**src/rtl/ascon_permutation_engine.sv**
```systemverilog
// Iterative Ascon permutation (p12/p8/p6), UNROLL rounds per clock, self-generated round constants.
// Latency ceil(nr/UNROLL)+1 cycles from accept to out_valid; optional abort port when ASCON_PERM_ABORT_EN is defined.
module ascon_permutation_engine #(
   parameter int UNROLL = 1
) (
   input  logic         clk,
   input  logic         nRST,
`ifdef ASCON_PERM_ABORT_EN
   input  logic         abort,
`endif
   input  logic         in_valid,
   output logic         in_ready,
   input  logic [1:0]   in_mode,
   input  logic [319:0] in_state,
   output logic         out_valid,
   input  logic         out_ready,
   output logic [319:0] out_state,
   output logic         busy
);

   if (UNROLL < 1 || UNROLL > 6) begin : g_bad_unroll
      $error("ascon_permutation_engine: UNROLL must be in 1..6");
   end

   localparam logic [1:0] S_IDLE = 2'd0;
   localparam logic [1:0] S_RUN  = 2'd1;
   localparam logic [1:0] S_DONE = 2'd2;

   logic [1:0]   fsm_q, fsm_d;
   logic [319:0] state_q, state_d;
   logic [4:0]   rc_idx_q, rc_idx_d;
   logic [4:0]   rc_nxt;
   logic [4:0]   rnd;
   logic [319:0] chain;
   logic [4:0]   rc_start;
   logic         abort_w;

   function automatic logic [63:0] rotr(input logic [63:0] v, input int n);
      return (v >> n) | (v << (64 - n));
   endfunction

   // One full Ascon round: constant addition, bitsliced S-box, linear diffusion.
   function automatic logic [319:0] ascon_round(input logic [319:0] s, input logic [7:0] c);
      logic [63:0] x0, x1, x2, x3, x4;
      logic [63:0] t0, t1, t2, t3, t4;
      x0 = s[319:256];
      x1 = s[255:192];
      x2 = s[191:128] ^ {56'd0, c};
      x3 = s[127:64];
      x4 = s[63:0];
      x0 = x0 ^ x4;
      x4 = x4 ^ x3;
      x2 = x2 ^ x1;
      t0 = ~x0 & x1;
      t1 = ~x1 & x2;
      t2 = ~x2 & x3;
      t3 = ~x3 & x4;
      t4 = ~x4 & x0;
      x0 = x0 ^ t1;
      x1 = x1 ^ t2;
      x2 = x2 ^ t3;
      x3 = x3 ^ t4;
      x4 = x4 ^ t0;
      x1 = x1 ^ x0;
      x0 = x0 ^ x4;
      x3 = x3 ^ x2;
      x2 = ~x2;
      x0 = x0 ^ rotr(x0, 19) ^ rotr(x0, 28);
      x1 = x1 ^ rotr(x1, 61) ^ rotr(x1, 39);
      x2 = x2 ^ rotr(x2, 1)  ^ rotr(x2, 6);
      x3 = x3 ^ rotr(x3, 10) ^ rotr(x3, 17);
      x4 = x4 ^ rotr(x4, 7)  ^ rotr(x4, 41);
      return {x0, x1, x2, x3, x4};
   endfunction

`ifdef ASCON_PERM_ABORT_EN
   assign abort_w = abort & (fsm_q != S_IDLE);
`else
   assign abort_w = 1'b0;
`endif

   // Rounds past index 11 in the last unrolled cycle pass the state through untouched.
   always_comb begin
      rnd   = '0;
      chain = state_q;
      for (int k = 0; k < UNROLL; k++) begin
         rnd = rc_idx_q + 5'(k);
         if (rnd < 5'd12) begin
            chain = ascon_round(chain, {~rnd[3:0], rnd[3:0]});
         end
      end
   end

   always_comb begin
      case (in_mode)
         2'b01:   rc_start = 5'd4;
         2'b10:   rc_start = 5'd6;
         default: rc_start = 5'd0;
      endcase
   end

   assign rc_nxt = rc_idx_q + 5'(UNROLL);

   always_comb begin
      fsm_d    = fsm_q;
      state_d  = state_q;
      rc_idx_d = rc_idx_q;
      case (fsm_q)
         S_IDLE: begin
            if (in_valid) begin
               state_d  = in_state;
               rc_idx_d = rc_start;
               fsm_d    = S_RUN;
            end
         end
         S_RUN: begin
            state_d  = chain;
            rc_idx_d = rc_nxt;
            if (rc_nxt >= 5'd12) fsm_d = S_DONE;
         end
         S_DONE: begin
            if (out_ready) begin
               if (in_valid) begin
                  state_d  = in_state;
                  rc_idx_d = rc_start;
                  fsm_d    = S_RUN;
               end else begin
                  fsm_d = S_IDLE;
               end
            end
         end
         default: fsm_d = S_IDLE;
      endcase
      if (abort_w) begin
         fsm_d    = S_IDLE;
         state_d  = '0;
         rc_idx_d = '0;
      end
   end

   always_ff @(posedge clk or negedge nRST) begin
      if (!nRST) begin
         fsm_q    <= S_IDLE;
         state_q  <= '0;
         rc_idx_q <= '0;
      end else begin
         fsm_q    <= fsm_d;
         state_q  <= state_d;
         rc_idx_q <= rc_idx_d;
      end
   end

   assign in_ready  = (fsm_q == S_IDLE) | ((fsm_q == S_DONE) & out_ready & ~abort_w);
   assign out_valid = (fsm_q == S_DONE);
   assign busy      = (fsm_q == S_RUN);
   assign out_state = state_q;

endmodule

```
**config.mk**
```make
export PLATFORM = sky130hd
export DESIGN_NAME = ascon_permutation_engine
export DESIGN_NICKNAME = d
export VERILOG_FILES = /design/src/rtl/ascon_permutation_engine.sv
export SDC_FILE = /design/constraint.sdc
export NUM_CORES = 2
export LEC_CHECK = 0
export BUFFER_PORTS_ARGS = -buffer_cell sky130_fd_sc_hd__buf_2
export CORE_AREA = 2 2 255 257
export CTS_CLUSTER_SIZE = 24
export DETAILED_ROUTE_END_ITERATION = 12
export DIE_AREA = 0 0 257 259
export PLACE_DENSITY = 0.69
export SYNTH_ARGS = -nofsm -noshare
export SYNTH_HDL_FRONTEND = slang
export SYNTH_SLANG_ARGS = --single-unit
export TNS_END_PERCENT = 10
```
**constraint.sdc**
```tcl
create_clock -name clk -period 2.8 [get_ports clk]
set_input_delay 0.28 -clock clk [delete_from_list [all_inputs] [get_ports clk]]
set_output_delay 0.28 -clock clk [all_outputs]
set_load 0.01 [all_outputs]
```
==> impl_results.md <==
* Status: finished, final reports clean
* Routed WL per cell at 28.7 µm
* Die width at 257 µm
* Via/cell ratio at 5.75
* Commonest non-fill, non-tap cells in the layout: xnor2_1, buf_2, buf_4
* Slew Limit Fails at 0
* Xor/xnor share of the synthesized area at 35.1%
* Avg Cell Area, Syn at 8.55 µm²
* Adder-Cell Fraction of Synth Area at 7.58%
* Max-cap viol count at 0
* Num rows at 93
* Slew @ Worst Pin at 1.02 ns
* CP startpoint: out_state[140]$_DFFE_PN0P_
* CP arrival at 3.16 ns
* CP Max Fanout at 4
* Worst hold start: in_valid
* CTS tree: yes
* Min Hold Slack at 0.00337 ns
* DRC at 0
* Count of final hold-check violations at 0
* Clock Sinks at 327
* Largest net degree at the start of global routing at 141
* Skew final at 0.0271 ns
* Hold WC Path Type: in2reg
* Post-route minimum period at 2.71 ns
* Drt total wl at 151000 µm
* RSZ-0062 raised after global routing: false
* F_max at 370 MHz
* Antenna violations before repair at 10
* Worst Setup End Kind: flip-flop
* Final WS setup at 0.0945 ns
* Top FF cell, synth: dfrtp_1
* Grt ovf at 0
* Bufs on Longest Clock Path at 3
* #FFs+latches synth at 327
* Mux contribution to synthesized area at 0.481%
* Die Y at 259 µm
* Inst Count DP at 5148
* Reg2Reg Setup Slack at 0.09 ns
* RR Startpoint: out_state[140]$_DFFE_PN0P_
* Detailed placer's ending HPWL at 125000 µm
* Util after Layout at 59.4%
* Vias in the first global route at 28800
* R2r endpoint: out_state[66]$_DFFE_PN0P_
* CTS clk-pin slew, worst paths at 0.06 ns
* CTS root buffer: clkbuf_16
* Post-synth net total at 3868
* Simple-Gate Fraction of Synth Area at 12.5%
* DP Worst Slack at -0.00894 ns
* Post-synth EDFFs at 0
* Number of I/O pins at 649
* Post-synthesis compound-gate area fraction at 11.6%
* Largest family of logic cells by synthesized area: XOR/XNOR gates
* Port Buf Inserts at 648
* Final setup vio count at 0
* Clk Latency, worst-skew pair at 0.59 ns
* Fillcell total at 5909
* Synth warn at 0
* Max-slew headroom at 31.7%
* R2R depth at 6
* Fin cells at 5271
* Seq/Total Area, Yosys at 28.1%
* Yosys cell types at 41
* Asr flop ratio synth at 100%
* CORE AREA at 0.0639 mm²
* Antenna violation net count after detailed routing at 0
* Gr usage total at 44.1%
* Total CTS buffers at 42
* Layout Nets at 4836
* CP required at 3.26 ns
* CP endpoint: out_state[66]$_DFFE_PN0P_
* Layout cell share with drive strength beyond 1 at 25.6%
* Cells after synthesis at 3411
* P&R area growth vs syn at 30.1%
* DR vias at 30300
* First-pass GRT wire length at 210000 µm
* Die area at 0.0666 mm²
* Startpoint Class: flip-flop
* Starting Density at 45.6%
* Crit Path Class: reg2reg
* Drt first pass iters at 7
* Netlist Area Pre-Place at 0.0292 mm²
* # H-tree levels at 2
* Iter 0 DRT Violations at 3755
* Gpl congestion at 1.10
* Most common cell after layout, fill and taps aside: xnor2_1
* Final period util at 96.6%
-- through the flow --
step / instance area, µm² / TNS, ns
6_report: 37900 / 0
5_1_grt: 37900 / 0
4_1_cts: 37900 / 0
3_5_place_dp: 36000 / -0.00894
3_3_place_gp: 36000 / -0.0386
2_1_floorplan: 29200 / 0
-- layer usage --
layer | wire length (µm) | part of all wire [%] | global-route usage [%]
met1 | 59500 | 39 | 57.5
met2 | 66100 | 44 | 68.5
met3 | 14800 | 9.8 | 8.02
met4 | 10700 | 7.1 | 26.3
met5 | 26 | 0.017 | 0
-- final cells by class --
type	instances	area [µm²]	area share [%]
inverter	194	731	1.93
multi-input combinational	2740	19700	51.9
clock inverter	23	290	0.765
clock buffer	54	1190	3.13
antenna	4	10.0	0.0264
sequential	327	8180	21.6
timing repair buffer	1074	6780	17.9
tap	855	1070	2.82
-- cell usage after synthesis (all sizes together) (57+ instances only) --
cell	number	share of area (%)
a21oi	346	6.0
and3	236	5.1
clkbuf	116	1.5
dfrtp	327	28
ha	131	5.6
inv	194	2.5
maj3	57	2.0
nand2	138	1.8
nand3	106	1.8
nor2	210	2.7
o21ai	285	4.9
xnor2	857	26
xor2	268	8.1
-- sequential cells by signal, indices dropped and copies added (netlist names) --
signal / cells
out_state: 320
rc_idx_q: 5
fsm_q: 2
-- repair_timing --
| action | 4_1_cts | 5_1_grt |
|---|---|---|
| endpoints found under the hold margin | 100 | 0 |
| gates resized for setup | 1 | 2 |
| pin swaps | 0 | 0 |
| endpoints found under the setup margin | 1 | 2 |
| hold buffers | 42 | 0 |
| buffers inserted | 0 | 0 |
-- critical path, cell delays in order, from the launching register on --
cell and delay, ns:
dfrtp_1 0.49, ha_1 0.36, xnor2_1 0.65, xnor2_1 0.44
xnor2_1 0.26, xnor2_1 0.27, o21ai_0 0.11
-- worst min path at each step --
| stage | end | slack (ns) | cells after the start |
|---|---|---|---|
| 2_1_floorplan | fsm_q[0]$_DFFE_PN0P_ | -0.02 | 0 |
| 3_3_place_gp | out_state[113]$_DFFE_PN0P_ | 0.35 | 1 |
| 3_5_place_dp | out_state[113]$_DFFE_PN0P_ | 0.35 | 1 |
| 4_1_cts | out_state[183]$_DFFE_PN0P_ | 0.002 | 3 |
| 5_1_grt | fsm_q[0]$_DFFE_PN0P_ | 0.02 | 3 |
| 6_report | fsm_q[0]$_DFFE_PN0P_ | 0.003 | 3 |
-- cells by family (layout without fill, tap and decap cells) --
family                     Yosys count  count (layout)
other                                0               4
muxes                               14              14
buffers and inverters              344            1345
xor gates and xnor gates          1136            1136
AOI/OAI and AO/OA                  658             658
adders and majority gates          188             188
and+or+nand+nor                    744             744
DFF                                327             327
Power is left out: the tool's default activity adds up to more than one toggle a clock period on the data nets, which glitch-free logic cannot reach.
